### src/rtl/genesis_pad_scheduler_if.sv
// Pad-side and capture-side signals of the Genesis pad scheduler.
// The master modport belongs to whoever drives the pads and the poll request; the slave modport belongs to the scheduler.
interface genesis_pad_scheduler_if;
    logic        iPOLL_REQ;
    logic [5:0]  iPAD1;
    logic [5:0]  iPAD2;
    logic        oSELECT1;
    logic        oSELECT2;
    logic        oCAP_VALID;
    logic        oCAP_PORT;
    logic [47:0] oCAP_DATA;
    logic        oBUSY;

    modport master (
        output iPOLL_REQ,
        output iPAD1,
        output iPAD2,
        input  oSELECT1,
        input  oSELECT2,
        input  oCAP_VALID,
        input  oCAP_PORT,
        input  oCAP_DATA,
        input  oBUSY
    );

    modport slave (
        input  iPOLL_REQ,
        input  iPAD1,
        input  iPAD2,
        output oSELECT1,
        output oSELECT2,
        output oCAP_VALID,
        output oCAP_PORT,
        output oCAP_DATA,
        output oBUSY
    );
endinterface

### src/rtl/genesis_pad_scheduler.sv
// Polls two Genesis pads in turn. Each poll is eight SELECT half-phases, and one 6-bit sample is taken per half-phase.
// The eight samples are published as a 48-bit capture, followed by a cooldown before the next poll request is served.
//
// state      | meaning
// S_IDLE     | waiting for a pending poll request
// S_POLL1    | toggling SELECT1, sampling port 1 once per half-phase
// S_POLL2    | toggling SELECT2, sampling port 2 once per half-phase
// S_COOLDOWN | fixed holdoff after a round; requests are only latched
module genesis_pad_scheduler #(
    parameter int unsigned HALF_CYC = 400,
    parameter int unsigned IDLE_CYC = 100000
) (
    input  logic                    iCLK,
    input  logic                    iN_RESET,
    genesis_pad_scheduler_if.slave  pad_bus
);

    localparam int HW = $clog2(HALF_CYC);
    localparam int IW = (IDLE_CYC > 1) ? $clog2(IDLE_CYC) : 1;
    localparam logic [HW-1:0] HALF_LOAD = HW'(HALF_CYC - 1);
    localparam logic [IW-1:0] IDLE_LOAD = IW'(IDLE_CYC - 1);

    typedef enum logic [1:0] {
        S_IDLE,
        S_POLL1,
        S_POLL2,
        S_COOLDOWN
    } state_t;

    state_t        state_q, state_d;
    logic          pending_q, pending_d;
    logic [2:0]    phase_q, phase_d;
    logic [HW-1:0] half_cnt_q, half_cnt_d;
    logic [IW-1:0] idle_cnt_q, idle_cnt_d;
    logic [47:0]   shadow_q, shadow_d;
    logic [47:0]   cap_data_q, cap_data_d;
    logic          cap_port_q, cap_port_d;
    logic          cap_valid_q, cap_valid_d;
    logic          sel1_q, sel1_d;
    logic          sel2_q, sel2_d;

    logic [5:0]    pad1_meta_q, pad1_sync_q;
    logic [5:0]    pad2_meta_q, pad2_sync_q;
    logic [5:0]    sample;

    // Idle pads read all-ones, so the synchronisers come out of reset in that state.
    always_ff @(posedge iCLK or negedge iN_RESET) begin
        if (!iN_RESET) begin
            pad1_meta_q <= 6'h3F;
            pad1_sync_q <= 6'h3F;
            pad2_meta_q <= 6'h3F;
            pad2_sync_q <= 6'h3F;
        end else begin
            pad1_meta_q <= pad_bus.iPAD1;
            pad1_sync_q <= pad1_meta_q;
            pad2_meta_q <= pad_bus.iPAD2;
            pad2_sync_q <= pad2_meta_q;
        end
    end

    always_ff @(posedge iCLK or negedge iN_RESET) begin
        if (!iN_RESET) begin
            state_q     <= S_IDLE;
            pending_q   <= 1'b0;
            phase_q     <= 3'd0;
            half_cnt_q  <= '0;
            idle_cnt_q  <= '0;
            shadow_q    <= '0;
            cap_data_q  <= '0;
            cap_port_q  <= 1'b0;
            cap_valid_q <= 1'b0;
            sel1_q      <= 1'b1;
            sel2_q      <= 1'b1;
        end else begin
            state_q     <= state_d;
            pending_q   <= pending_d;
            phase_q     <= phase_d;
            half_cnt_q  <= half_cnt_d;
            idle_cnt_q  <= idle_cnt_d;
            shadow_q    <= shadow_d;
            cap_data_q  <= cap_data_d;
            cap_port_q  <= cap_port_d;
            cap_valid_q <= cap_valid_d;
            sel1_q      <= sel1_d;
            sel2_q      <= sel2_d;
        end
    end

    assign sample = (state_q == S_POLL2) ? pad2_sync_q : pad1_sync_q;

    always_comb begin
        state_d     = state_q;
        pending_d   = pending_q | pad_bus.iPOLL_REQ;
        phase_d     = phase_q;
        half_cnt_d  = half_cnt_q;
        idle_cnt_d  = idle_cnt_q;
        shadow_d    = shadow_q;
        cap_data_d  = cap_data_q;
        cap_port_d  = cap_port_q;
        cap_valid_d = 1'b0;

        case (state_q)
            S_IDLE: begin
                if (pending_q) begin
                    state_d    = S_POLL1;
                    pending_d  = pad_bus.iPOLL_REQ;
                    phase_d    = 3'd0;
                    half_cnt_d = HALF_LOAD;
                end
            end

            S_POLL1, S_POLL2: begin
                if (half_cnt_q == '0) begin
                    shadow_d[6*phase_q +: 6] = sample;
                    half_cnt_d               = HALF_LOAD;
                    if (phase_q == 3'd7) begin
                        // Slot 7 bypasses the shadow so it lands in the same edge as the pulse.
                        cap_valid_d = 1'b1;
                        cap_data_d  = {sample, shadow_q[41:0]};
                        cap_port_d  = (state_q == S_POLL2);
                        phase_d     = 3'd0;
                        if (state_q == S_POLL1) begin
                            state_d = S_POLL2;
                        end else begin
                            state_d    = S_COOLDOWN;
                            idle_cnt_d = IDLE_LOAD;
                        end
                    end else begin
                        phase_d = phase_q + 3'd1;
                    end
                end else begin
                    half_cnt_d = half_cnt_q - HW'(1);
                end
            end

            S_COOLDOWN: begin
                if (idle_cnt_q == '0) begin
                    state_d = S_IDLE;
                end else begin
                    idle_cnt_d = idle_cnt_q - IW'(1);
                end
            end

            default: begin
                state_d = S_IDLE;
            end
        endcase

        // SELECT lines are registered from the next state so the pad sees no decode glitches.
        sel1_d = !((state_d == S_POLL1) && !phase_d[0]);
        sel2_d = !((state_d == S_POLL2) && !phase_d[0]);
    end

    assign pad_bus.oSELECT1   = sel1_q;
    assign pad_bus.oSELECT2   = sel2_q;
    assign pad_bus.oCAP_VALID = cap_valid_q;
    assign pad_bus.oCAP_PORT  = cap_port_q;
    assign pad_bus.oCAP_DATA  = cap_data_q;
    assign pad_bus.oBUSY      = (state_q != S_IDLE);

endmodule

### src/flat_wrapper.sv
// flat-port wrapper written by rule: the top's interface ports become plain ports
module genesis_pad_scheduler_flat 
#(
    parameter int unsigned HALF_CYC = 400,
    parameter int unsigned IDLE_CYC = 100000
)
  (iCLK, iN_RESET, pad_bus_iPOLL_REQ, pad_bus_iPAD1, pad_bus_iPAD2, pad_bus_oSELECT1, pad_bus_oSELECT2, pad_bus_oCAP_VALID, pad_bus_oCAP_PORT, pad_bus_oCAP_DATA, pad_bus_oBUSY);
  genesis_pad_scheduler_if pad_bus_i ();
  input  logic iCLK;
  input  logic iN_RESET;
  input wire logic [$bits(pad_bus_i.iPOLL_REQ)-1:0] pad_bus_iPOLL_REQ;
  input wire logic [$bits(pad_bus_i.iPAD1)-1:0] pad_bus_iPAD1;
  input wire logic [$bits(pad_bus_i.iPAD2)-1:0] pad_bus_iPAD2;
  output wire logic [$bits(pad_bus_i.oSELECT1)-1:0] pad_bus_oSELECT1;
  output wire logic [$bits(pad_bus_i.oSELECT2)-1:0] pad_bus_oSELECT2;
  output wire logic [$bits(pad_bus_i.oCAP_VALID)-1:0] pad_bus_oCAP_VALID;
  output wire logic [$bits(pad_bus_i.oCAP_PORT)-1:0] pad_bus_oCAP_PORT;
  output wire logic [$bits(pad_bus_i.oCAP_DATA)-1:0] pad_bus_oCAP_DATA;
  output wire logic [$bits(pad_bus_i.oBUSY)-1:0] pad_bus_oBUSY;
  assign pad_bus_i.iPOLL_REQ = pad_bus_iPOLL_REQ;
  assign pad_bus_i.iPAD1 = pad_bus_iPAD1;
  assign pad_bus_i.iPAD2 = pad_bus_iPAD2;
  assign pad_bus_oSELECT1 = pad_bus_i.oSELECT1;
  assign pad_bus_oSELECT2 = pad_bus_i.oSELECT2;
  assign pad_bus_oCAP_VALID = pad_bus_i.oCAP_VALID;
  assign pad_bus_oCAP_PORT = pad_bus_i.oCAP_PORT;
  assign pad_bus_oCAP_DATA = pad_bus_i.oCAP_DATA;
  assign pad_bus_oBUSY = pad_bus_i.oBUSY;
  genesis_pad_scheduler #(.HALF_CYC(HALF_CYC), .IDLE_CYC(IDLE_CYC)) u_core (.iCLK(iCLK), .iN_RESET(iN_RESET), .pad_bus(pad_bus_i));
endmodule
### config.mk
export PLATFORM = sky130hd
export DESIGN_NAME = genesis_pad_scheduler_flat
export DESIGN_NICKNAME = d
export VERILOG_FILES = /design/src/rtl/genesis_pad_scheduler_if.sv /design/src/rtl/genesis_pad_scheduler.sv /design/src/flat_wrapper.sv
export SDC_FILE = /design/constraint.sdc
export NUM_CORES = 1
export LEC_CHECK = 0
export ABC_CLOCK_PERIOD_IN_PS = 7400
export CORE_UTILIZATION = 45
export DETAILED_ROUTE_END_ITERATION = 8
export DONT_BUFFER_PORTS = 1
export GPL_TIMING_DRIVEN = 0
export PLACE_DENSITY = 0.58
export SYNTH_ARGS = -nofsm -noshare
export SYNTH_HDL_FRONTEND = slang
export SYNTH_SLANG_ARGS = --single-unit
### constraint.sdc
create_clock -name iCLK -period 7.4 [get_ports iCLK]
set_input_delay 1.85 -clock iCLK [delete_from_list [all_inputs] [get_ports iCLK]]
set_output_delay 1.85 -clock iCLK [all_outputs]
set_load 0.01 [all_outputs]
==> run_results.csv, run 1 <==
group,metric,value,unit
outcome,status,"completed",
cells_and_area,design_area,8010,um^2
global_routing,grt_start_max_net_pins,151,
timing,setup_tns,0,ps
cells_and_area,final_util,0.519,
global_routing,antenna_found_initial,0,
global_routing,grt_pass1_vias,4908,
yosys,synthTopCellsByArea,"dfrtp_1 (43%), mux2_2 (13%), dfstp_2 (9.5%)",
yosys,yosys.area.top_type,"dfrtp_1",
timing,setup-violations-final,0,
timing,worstMarginPinSlew,1090,ps
timing,rsz0062_at_grt,"no",
clocking,clock_path_buffers,2,
yosys,syn_nets,656,
global_routing,grt-ovfl-total,0,
yosys,netlist_area,7190,um^2
critical_path,slowest_stage,"nor4_1",
yosys,synth_edf_count,0,
yosys,synth_warnings,0,
critical_path,startpoint_type,"flop",
placement,dp_cells,838,
placement,place_area,7460,um^2
cells_and_area,drive_gt1_frac,0.255,
drt,dr.pass1.iters,5,
power,combPwrFrac,0.106,
die,die_w,128,um
power,p_leak,3.42,nW
power,power_switching,0.535,mW
yosys,ys_seq_area_frac,0.526,
critical_path,max_stage_delay,580,ps
yosys,synth_top_cell_area_share,0.431,
die,core,15400,um^2
run,max-cap-violations,0,
cells_and_area,num_antenna_cells,0,
clocking,post_cts_buffers,0,
critical_path,endpoint_kind,"flop",
critical_path,crit_type,"reg2reg",
yosys,ys_ff_latch,150,
drt,via_per_inst,5.83,
clocking,htreeDepth,4,
power,ir_drop,141,uV
power,power_density,239,nW/um^2
cells_and_area,syn2layout_area_growth,11.4,%
yosys,avgSynthCellArea,11.5,um^2
timing,hold_viol_final,0,
die,die_h,128,um
timing,max_freq,242,MHz
die,design.die.area,16500,um^2
drt,routed_wl,16.4,mm
yosys,ys_async_sr_fraction,1.00,
timing,finalMaxSlewViolations,0,
placement,place_hpwl,11.8,mm
drt,vias,5071,
die,ios,68,
global_routing,grt_pass1_wl,26.5,mm
timing,maxSlewHeadroom,0.268,
cells_and_area,nets,675,
power,p_int,1.38,mW
global_routing,grt_usage,0.212,
drt,drc_errors,0,
timing,post-route-period-util,0.557,
timing,min_period,4120,ps
cells_and_area,fin_cells,870,
yosys,synthCells,627,
clocking,cts.sinks,150,
critical_path,critPathMaxFanout,10,
clocking,cts_tree,"yes",
power,pwr-share-seq,0.474,
hold_path,min_path_type,"reg2reg",
placement,portBuffers,0,
drt,wl_per_cell,18.9,um
clocking,holdBufCountCts,0,
critical_path,reg2regPathDepth,13,
power,p_sw_frac,0.279,
clocking,cts-root-buf,"clkbuf_16",
clocking,cts-buffers-inserted,17,
hold_path,worstHoldPathCells,0,
timing,setup_ws,3280,ps
die,start_util,0.466,
yosys,netlist-cell-type-count,70,
drt,detail-route-antenna-nets,0,
critical_path,critPathArrivalTime,4430,ps
yosys,yosys_most_used_dff,"dfrtp_1",
placement,pre_cts_slack,3470,ps
clocking,cts-resized-gates,0,
critical_path,crit_chain,"buf_2 -> clkbuf_1 -> inv_1 -> ha_1 -> buf_2 -> nand2_1 -> nor2_1 -> ha_1 -> clkbuf_1 -> inv_1 -> nor4_1 -> nor2b_1 -> mux2_2",
timing,clock_skew,8.99,ps
placement,routabilityCongestion,0.917,
clocking,clock_latency,420,ps
power,clkPwrFrac,0.420,
die,row_count,45,
critical_path,worst_ep_required_time,7700,ps
clocking,path_clk_slew,60,ps
drt,drt_iter0_drc,380,
==> sequential cells by signal, indices dropped and copies added (netlist names) <==
register / cells
u_core.pad_bus.oCAP_DATA: 48
u_core.shadow_q: 42
u_core.idle_cnt_q: 17
u_core.half_cnt_q: 9
u_core.pad1_meta_q: 6
u_core.pad1_sync_q: 6
u_core.pad2_meta_q: 6
u_core.pad2_sync_q: 6
u_core.phase_q: 3
u_core.state_q: 2
u_core.pad_bus.oCAP_PORT: 1
u_core.pad_bus.oCAP_VALID: 1
u_core.pad_bus.oSELECT1: 1
u_core.pad_bus.oSELECT2: 1
u_core.pending_q: 1
==> cell usage after synthesis (5+ instances only) <==
cell / instances
a21oi_1: 21
a31oi_1: 5
buf_2: 5
clkbuf_1: 21
dfrtp_1: 124
dfstp_2: 26
ha_1: 13
inv_1: 20
mux2_2: 83
mux2i_1: 10
nand2_1: 44
nand2b_1: 7
nand3_1: 18
nand4_1: 5
nor2_1: 39
nor3_1: 19
nor4_1: 13
nor4b_1: 5
o21ai_0: 25
o22ai_1: 11
o31ai_1: 5
or3_1: 12
or4_1: 10
==> worst max-delay path, delay by kind of cell, from the launching register on <==
family / cells / cell delay (ps)
buf+inv: 6 / 1660
mux: 1 / 370
fa+ha+maj: 2 / 580
flops: 1 / 350
simple gates: 4 / 1050
==> cells in the final DEF (no fill, tap or decap), types with 17 or more instances in the layout <==
master     instances
dfstp_2           26
nand3_1           18
nor2_1            39
dfrtp_1          124
inv_1             20
mux2_2            83
nor3_1            19
o21ai_0           25
clkbuf_16         17
nand2_1           44
clkbuf_1          21
a21oi_1           21
==> power by group through the flow <==
stage	logic, mW	clock network (mW)	registers, mW
final	0.203	0.804	0.906
after global routing	0.225	0.861	0.912
after CTS	0.203	0.829	0.906
after detailed placement	0.202	0	0.920
after global placement	0.198	0	0.918
after floorplan	0.157	0	0.911
==> area by class of cell <==
cell class,count,area [um^2]
Clock inverter,14,115
Fill cell,1395,7420
Tap cell,211,264
Sequential cell,150,3790
Multi-Input combinational cell,429,3210
Clock buffer,18,439
Buffer,27,115
Inverter,21,78.8
==> stage by stage <==
step                      hold slack (ps)  power (mW)
after global routing                  357        2.00
after floorplan                       345        1.07
after global placement                346        1.12
final                                 355        1.91
after CTS                             357        1.94
after detailed placement              347        1.12
==> logic make-up (layout without fill, tap and decap cells) <==
group / after synthesis / after routing / share of synthesized area
AND/OR/NAND/NOR: 201 / 201 / 0.154
flip-flops: 150 / 150 / 0.526
buffers and inverters: 48 / 80 / 0.0270
AO/OA/AOI/OAI: 106 / 106 / 0.0978
adder cells (fa/ha/maj): 14 / 14 / 0.0254
XOR/XNOR: 10 / 10 / 0.0164
multiplexers: 98 / 98 / 0.153
==> final timing paths <==
check                           slack (ps)                             from                                to
worst max register to register        3280      u_core.phase_q[0]$_DFF_PN0_   u_core.shadow_q[29]$_DFFE_PN0P_
worst min register to register         350  u_core.pad1_meta_q[2]$_DFF_PN1_   u_core.pad1_sync_q[2]$_DFF_PN1_
worst max-delay path                  3280      u_core.phase_q[0]$_DFF_PN0_   u_core.shadow_q[29]$_DFFE_PN0P_
min in group asynchronous             1120                         iN_RESET  u_core.idle_cnt_q[9]$_DFFE_PN0P_
worst min-delay path                   350  u_core.pad1_meta_q[2]$_DFF_PN1_   u_core.pad1_sync_q[2]$_DFF_PN1_
max in group asynchronous             5970                         iN_RESET   u_core.pad1_sync_q[0]$_DFF_PN1_
==> metal layers <==
metal / track usage / vias to the layer above / routed length (um)
met2: 0.313 / 147 / 7370
met3: 0.0449 / 25 / 904
met5: 0 / - / 0
met1: 0.304 / 2545 / 7850
met4: 0.0886 / 0 / 327
li1: - / 2354 / -
Note: power is estimated with default switching activity, not from simulation.
==> inputs of run 2 (changes only) <==
ABC_AREA = 1   (was default)
ABC_CLOCK_PERIOD_IN_PS = 3430   (was 7400)
PLACE_DENSITY = 0.6   (was 0.58)
clock period = 3.43 ns   (was 7.4 ns; I/O delays follow)
==> run_results.csv, run 2 <==
group,metric,value,unit
outcome,status,"completed",
placement,place_area,7830,um^2
power,p_int,2.82,mW
critical_path,endpoint_kind,"flop",
clocking,cts.sinks,150,
power,p_leak,4.23,nW
die,row_count,47,
drt,routed_wl,18.2,mm
clocking,cts-resized-gates,0,
power,clkPwrFrac,0.500,
run,max-cap-violations,0,
yosys,synth_edf_count,0,
yosys,avgSynthCellArea,7.94,um^2
placement,routabilityCongestion,0.965,
timing,rsz0062_at_grt,"no",
clocking,path_clk_slew,70,ps
cells_and_area,final_common_cell,"nand2_1",
drt,vias,6041,
clocking,cts-root-buf,"clkbuf_16",
cells_and_area,nets,1000,
drt,dr.pass1.iters,7,
cells_and_area,num_antenna_cells,0,
power,power_switching,0.821,mW
yosys,syn_nets,981,
power,ir_drop,347,uV
global_routing,grt-ovfl-total,0,
power,power_density,433,nW/um^2
critical_path,crit_type,"reg2reg",
die,ios,68,
yosys,synth_warnings,0,
timing,setup-violations-final,0,
die,core,16500,um^2
timing,min_period,3150,ps
global_routing,antenna_found_initial,0,
critical_path,crit_buf_inv,2,
power,pwr-share-seq,0.495,
global_routing,grt_pass1_wl,30.4,mm
yosys,yosysMostFrequentCell,"nand2_1",
critical_path,crit_family,"adder cells",
timing,hold_viol_final,0,
cells_and_area,final_cell_mix,"nand2_1 (364), dfrtp_1 (124), nor2_1 (90), inv_1 (69), nand3_1 (63)",
timing,setup_tns,0,ps
drt,drt_iter0_drc,377,
clocking,cts_tree,"yes",
drt,wl_per_cell,15.1,um
yosys,netlist-cell-type-count,39,
placement,portBuffers,0,
global_routing,grt_start_max_net_pins,151,
timing,maxSlewHeadroom,0.606,
clocking,cts-buffers-inserted,17,
critical_path,crit_chain,"ha_1 -> fa_1 -> inv_1 -> nand2_2 -> nor2_1 -> ha_1 -> clkbuf_1 -> nand2_1 -> o21ai_1 -> nand2_1 -> nand2_1 -> nand2_1",
critical_path,worst_ep_required_time,3750,ps
global_routing,grt_pass1_vias,5841,
clocking,holdBufCountCts,0,
clocking,clock_path_buffers,2,
critical_path,r2r_slack,280,ps
yosys,synthTopCellsByArea,"dfrtp_1 (41%), nand2_1 (18%), dfstp_2 (9.0%)",
timing,max_freq,317,MHz
critical_path,critPathMaxFanout,10,
die,start_util,0.459,
timing,clock_skew,7.98,ps
timing,setup_ws,280,ps
critical_path,reg2regPathDepth,12,
yosys,netlist_top_cells_count,"nand2_1 (364), dfrtp_1 (124), nor2_1 (90), inv_1 (69), nand3_1 (63)",
critical_path,r2r-end,"u_core.shadow_q[4]$_DFFE_PN0P_",
critical_path,cp_common_cell,"nand2_1",
drt,drc_errors,0,
die,design.die.area,17300,um^2
cells_and_area,syn2layout_area_growth,11.2,%
yosys,synthCells,952,
cells_and_area,largest_reg_flops,48,
drt,via_per_inst,5.02,
yosys,ys_seq_area_frac,0.501,
critical_path,startpoint_type,"flop",
critical_path,critPathArrivalTime,3470,ps
timing,worstMarginPinSlew,585,ps
yosys,yosys_most_used_dff,"dfrtp_1",
power,combPwrFrac,0.005,
power,p_sw_frac,0.226,
timing,finalMaxSlewViolations,0,
power,power.total,3.64,mW
timing,hold_ws,121,ps
global_routing,grt_usage,0.226,
placement,pre_cts_slack,320,ps
clocking,clock_latency,430,ps
yosys,ys_async_sr_fraction,1.00,
die,die_h,132,um
clocking,htreeDepth,4,
cells_and_area,design_area,8400,um^2
drt,detail-route-antenna-nets,0,
yosys,synth_top_cell_area_share,0.411,
cells_and_area,drive_gt1_frac,0.132,
clocking,post_cts_buffers,0,
critical_path,max_stage_delay,600,ps
critical_path,slowest_stage,"fa_1",
yosys,ys_ff_latch,150,
critical_path,r2r-start,"u_core.phase_q[0]$_DFF_PN0_",
placement,place_hpwl,13.1,mm
timing,post-route-period-util,0.918,
die,die_w,132,um
yosys,yosys.area.top_type,"dfrtp_1",
yosys,netlist_area,7550,um^2
hold_path,min_path_type,"in2async",
-- run 2: cell count changes after synthesis, sizes merged, moves of 11 or more --
| cell | before | now |
|---|---|---|
| a21oi | 21 | 10 |
| mux2 | 87 | 0 |
| nor2 | 39 | 104 |
| o21ai | 30 | 65 |
| or3 | 12 | 0 |
| buf | 6 | 18 |
| clkbuf | 21 | 9 |
| inv | 20 | 76 |
| nand4 | 5 | 18 |
| nand3 | 19 | 67 |
| nor4 | 17 | 0 |
| nand2 | 45 | 379 |
-- run 2: worst max-delay path by stage --
stage / cells after the start / endpoint / slack [ps] / from
after floorplan: 15 / u_core.shadow_q[34]$_DFFE_PN0P_ / 730 / u_core.phase_q[0]$_DFF_PN0_
after global placement: 12 / u_core.shadow_q[4]$_DFFE_PN0P_ / 320 / u_core.phase_q[0]$_DFF_PN0_
after detailed placement: 12 / u_core.shadow_q[4]$_DFFE_PN0P_ / 320 / u_core.phase_q[0]$_DFF_PN0_
after CTS: 12 / u_core.shadow_q[4]$_DFFE_PN0P_ / 310 / u_core.phase_q[0]$_DFF_PN0_
after global routing: 15 / u_core.shadow_q[34]$_DFFE_PN0P_ / 20 / u_core.phase_q[0]$_DFF_PN0_
final: 12 / u_core.shadow_q[4]$_DFFE_PN0P_ / 280 / u_core.phase_q[0]$_DFF_PN0_
-- run 2: final cells by class --
cell class / instances / area, um^2
tap: 220 / 275
multi-input combinational: 699 / 3310
fill: 1610 / 8070
sequential: 150 / 3790
clock buffer: 17 / 425
clock inverter: 15 / 145
buffer: 27 / 156
inverter: 76 / 298
-- run 2: per-layer routing --
metal / global-route usage / vias up / routed length (um)
met2: 0.352 / 155 / 8450
met5: 0 / - / 0
met1: 0.308 / 2807 / 8520
li1: - / 3052 / -
met3: 0.0490 / 27 / 909
met4: 0.0827 / 0 / 353
-- run 2: power groups by stage --
stage          combinational, mW  clock, mW  sequential (mW)
3_3_place_gp              0.0180          0             1.83
2_1_floorplan             0.0113          0             1.83
4_1_cts                   0.0181       1.86             1.80
3_5_place_dp              0.0180          0             1.83
5_1_grt                   0.0194       1.94             1.80
6_report                  0.0182       1.82             1.80
-- run 2: per-stage QoR --
| step | util | instances |
|---|---|---|
| after CTS | 0.510 | 1204 |
| after detailed placement | 0.476 | 1172 |
| after floorplan | - | 952 |
| final | 0.510 | 1204 |
| after global routing | 0.510 | 1204 |
| after global placement | 0.476 | 1172 |
-- run 2: kinds of logic (layout without fill, tap and decap cells) --
logic type,Yosys count,in the layout,share of synthesized area
compound gates,81,81,0.0563
xor+xnor,15,15,0.0174
fa+ha+maj,14,14,0.0242
buf+inv,103,135,0.0601
flops,150,150,0.501
simple gates,589,589,0.341
==> inputs of run 3 (changes only) <==
ABC_AREA = default   (was 1)
==> run_results.csv, run 3 (synthesis results as in run 1) <==
group,metric,value,unit
critical_path,crit_type,"reg2reg",
die,row_count,45,
cells_and_area,syn2layout_area_growth,14.1,%
global_routing,grt-ovfl-total,0,
timing,worstMarginPinSlew,1220,ps
die,core,15400,um^2
clocking,clock_latency,430,ps
cells_and_area,num_antenna_cells,0,
clocking,clock_path_buffers,2,
timing,setup_tns,0,ps
timing,finalMaxSlewViolations,0,
die,die_h,128,um
power,pwr-share-seq,0.473,
timing,setup-violations-final,0,
clocking,holdBufCountCts,0,
timing,min_period,3380,ps
outcome,status,"completed",
power,clkPwrFrac,0.419,
power,p_int,3.02,mW
cells_and_area,nets,678,
placement,routabilityCongestion,0.874,
critical_path,critPathMaxFanout,7,
drt,wl_per_cell,19.2,um
power,combPwrFrac,0.108,
cells_and_area,final_common_cell,"dfrtp_1",
clocking,cts.sinks,150,
placement,portBuffers,0,
power,power_density,504,nW/um^2
timing,maxSlewHeadroom,0.182,
clocking,path_clk_slew,60,ps
global_routing,antenna_found_initial,0,
cells_and_area,drive_gt1_frac,0.289,
drt,vias,5087,
global_routing,grt_usage,0.218,
critical_path,crit_chain,"ha_2 -> fa_1 -> xor2_2 -> xnor2_4 -> nand3_2 -> or4b_1 -> mux2_1",
cells_and_area,largest_reg_flops,48,
timing,post-route-period-util,0.985,
timing,clock_skew,12.6,ps
power,p_sw_frac,0.270,
clocking,htreeDepth,4,
drt,dr.pass1.iters,5,
clocking,cts-root-buf,"clkbuf_16",
drt,drc_errors,0,
power,p_leak,3.48,nW
clocking,cts_tree,"yes",
power,ir_drop,340,uV
cells_and_area,fillCellCount,1351,
critical_path,max_stage_delay,590,ps
hold_path,min_path_type,"in2async",
timing,hold_ws,118,ps
global_routing,grt_pass1_wl,27.3,mm
clocking,cts-buffers-inserted,17,
die,ios,68,
drt,detail-route-antenna-nets,0,
critical_path,slowest_stage,"xor2_2",
timing,max_freq,296,MHz
timing,rsz0062_at_grt,"yes",
timing,hold_viol_final,0,
critical_path,startpoint_type,"flop",
run,max-cap-violations,0,
placement,place_hpwl,12.0,mm
drt,drt_iter0_drc,323,
drt,routed_wl,16.8,mm
critical_path,endpoint_kind,"flop",
cells_and_area,final_cell_mix,"dfrtp_1 (124), mux2_2 (83), nand2_1 (44), nor2_1 (37), dfstp_2 (26)",
critical_path,critPathArrivalTime,3680,ps
global_routing,grt_pass1_vias,5116,
global_routing,grt_start_max_net_pins,151,
critical_path,worst_ep_required_time,3730,ps
die,start_util,0.466,
die,design.die.area,16500,um^2
drt,via_per_inst,5.83,
power,power_switching,1.12,mW
die,die_w,128,um
cells_and_area,final_util,0.532,
[run 3: changes by cell type in the layout (fill, tap and decap cells not counted), sizes merged, moves of 35 or more]
cell	change
o21ai	-35
mux2	+87
inv	-63
nand3	-48
nand2	-334
nor2	-65
[run 3: worst max-delay path, delay by kind of cell (launching register included)]
family,cells,cell delay [ps]
adders and majority gates,2,790
DFF,1,460
xor gates and xnor gates,2,840
muxes,1,340
and+or+nand+nor,2,820
[run 3: layout make-up]
type	instances	area (um^2)	area share
Tap cell	211	264	0.0322
Clock buffer	23	488	0.0595
Sequential cell	150	3790	0.461
Inverter	21	82.6	0.0101
Clock inverter	9	68.8	0.00839
Timing Repair Buffer	4	30.0	0.00366
Buffer	26	118	0.0143
Multi-Input combinational cell	429	3370	0.411
[run 3: worst paths after layout]
check	depth (start not counted)	to	slack [ps]	from
setup / recovery	7	u_core.shadow_q[9]$_DFFE_PN0P_	50	u_core.phase_q[1]$_DFFE_PN0P_
setup reg to reg	7	u_core.shadow_q[9]$_DFFE_PN0P_	50	u_core.phase_q[1]$_DFFE_PN0P_
max in group asynchronous	0	u_core.pad1_sync_q[0]$_DFF_PN1_	3020	iN_RESET
hold reg to reg	0	u_core.pad1_sync_q[5]$_DFF_PN1_	350	u_core.pad1_meta_q[5]$_DFF_PN1_
hold / removal	0	u_core.idle_cnt_q[3]$_DFFE_PN0P_	120	iN_RESET
min in group iCLK	0	u_core.pad1_sync_q[5]$_DFF_PN1_	350	u_core.pad1_meta_q[5]$_DFF_PN1_
[run 3: metrics by stage]
stage	worst slack (ps)	area (um^2)	std cells	power (mW)
floorplan	237	7190	627	2.30
detailed placement	-509	7460	838	2.42
global route	-98.1	8210	873	4.32
global placement	-567	7460	838	2.41
CTS	4.40	8080	870	4.19
finish	50.6	8210	873	4.14
[run 3: metal layers]
metal / part of all wire / vias up / wire [um] / track usage
li1: - / 2334 / - / -
met1: 0.47 / 2568 / 7890 / 0.307
met2: 0.46 / 165 / 7670 / 0.330
met3: 0.057 / 20 / 960 / 0.0520
met4: 0.016 / 0 / 268 / 0.0782
met5: 0 / - / 0 / 0
[run 3: power groups by stage]
stage	registers, mW	logic [mW]	clock network (mW)
detailed placement	1.99	0.438	0
global route	1.97	0.499	1.85
CTS	1.96	0.444	1.79
floorplan	1.96	0.338	0
finish	1.96	0.446	1.74
global placement	1.98	0.425	0
[run 3: repair_timing]
| action | in CTS | in global routing |
|---|---|---|
| pin swaps | 1 | 3 |
| setup endpoints to repair | 42 | 34 |
| endpoints found under the hold margin | 0 | 0 |
| resized for setup | 13 | 21 |
| buffers inserted | 1 | 3 |
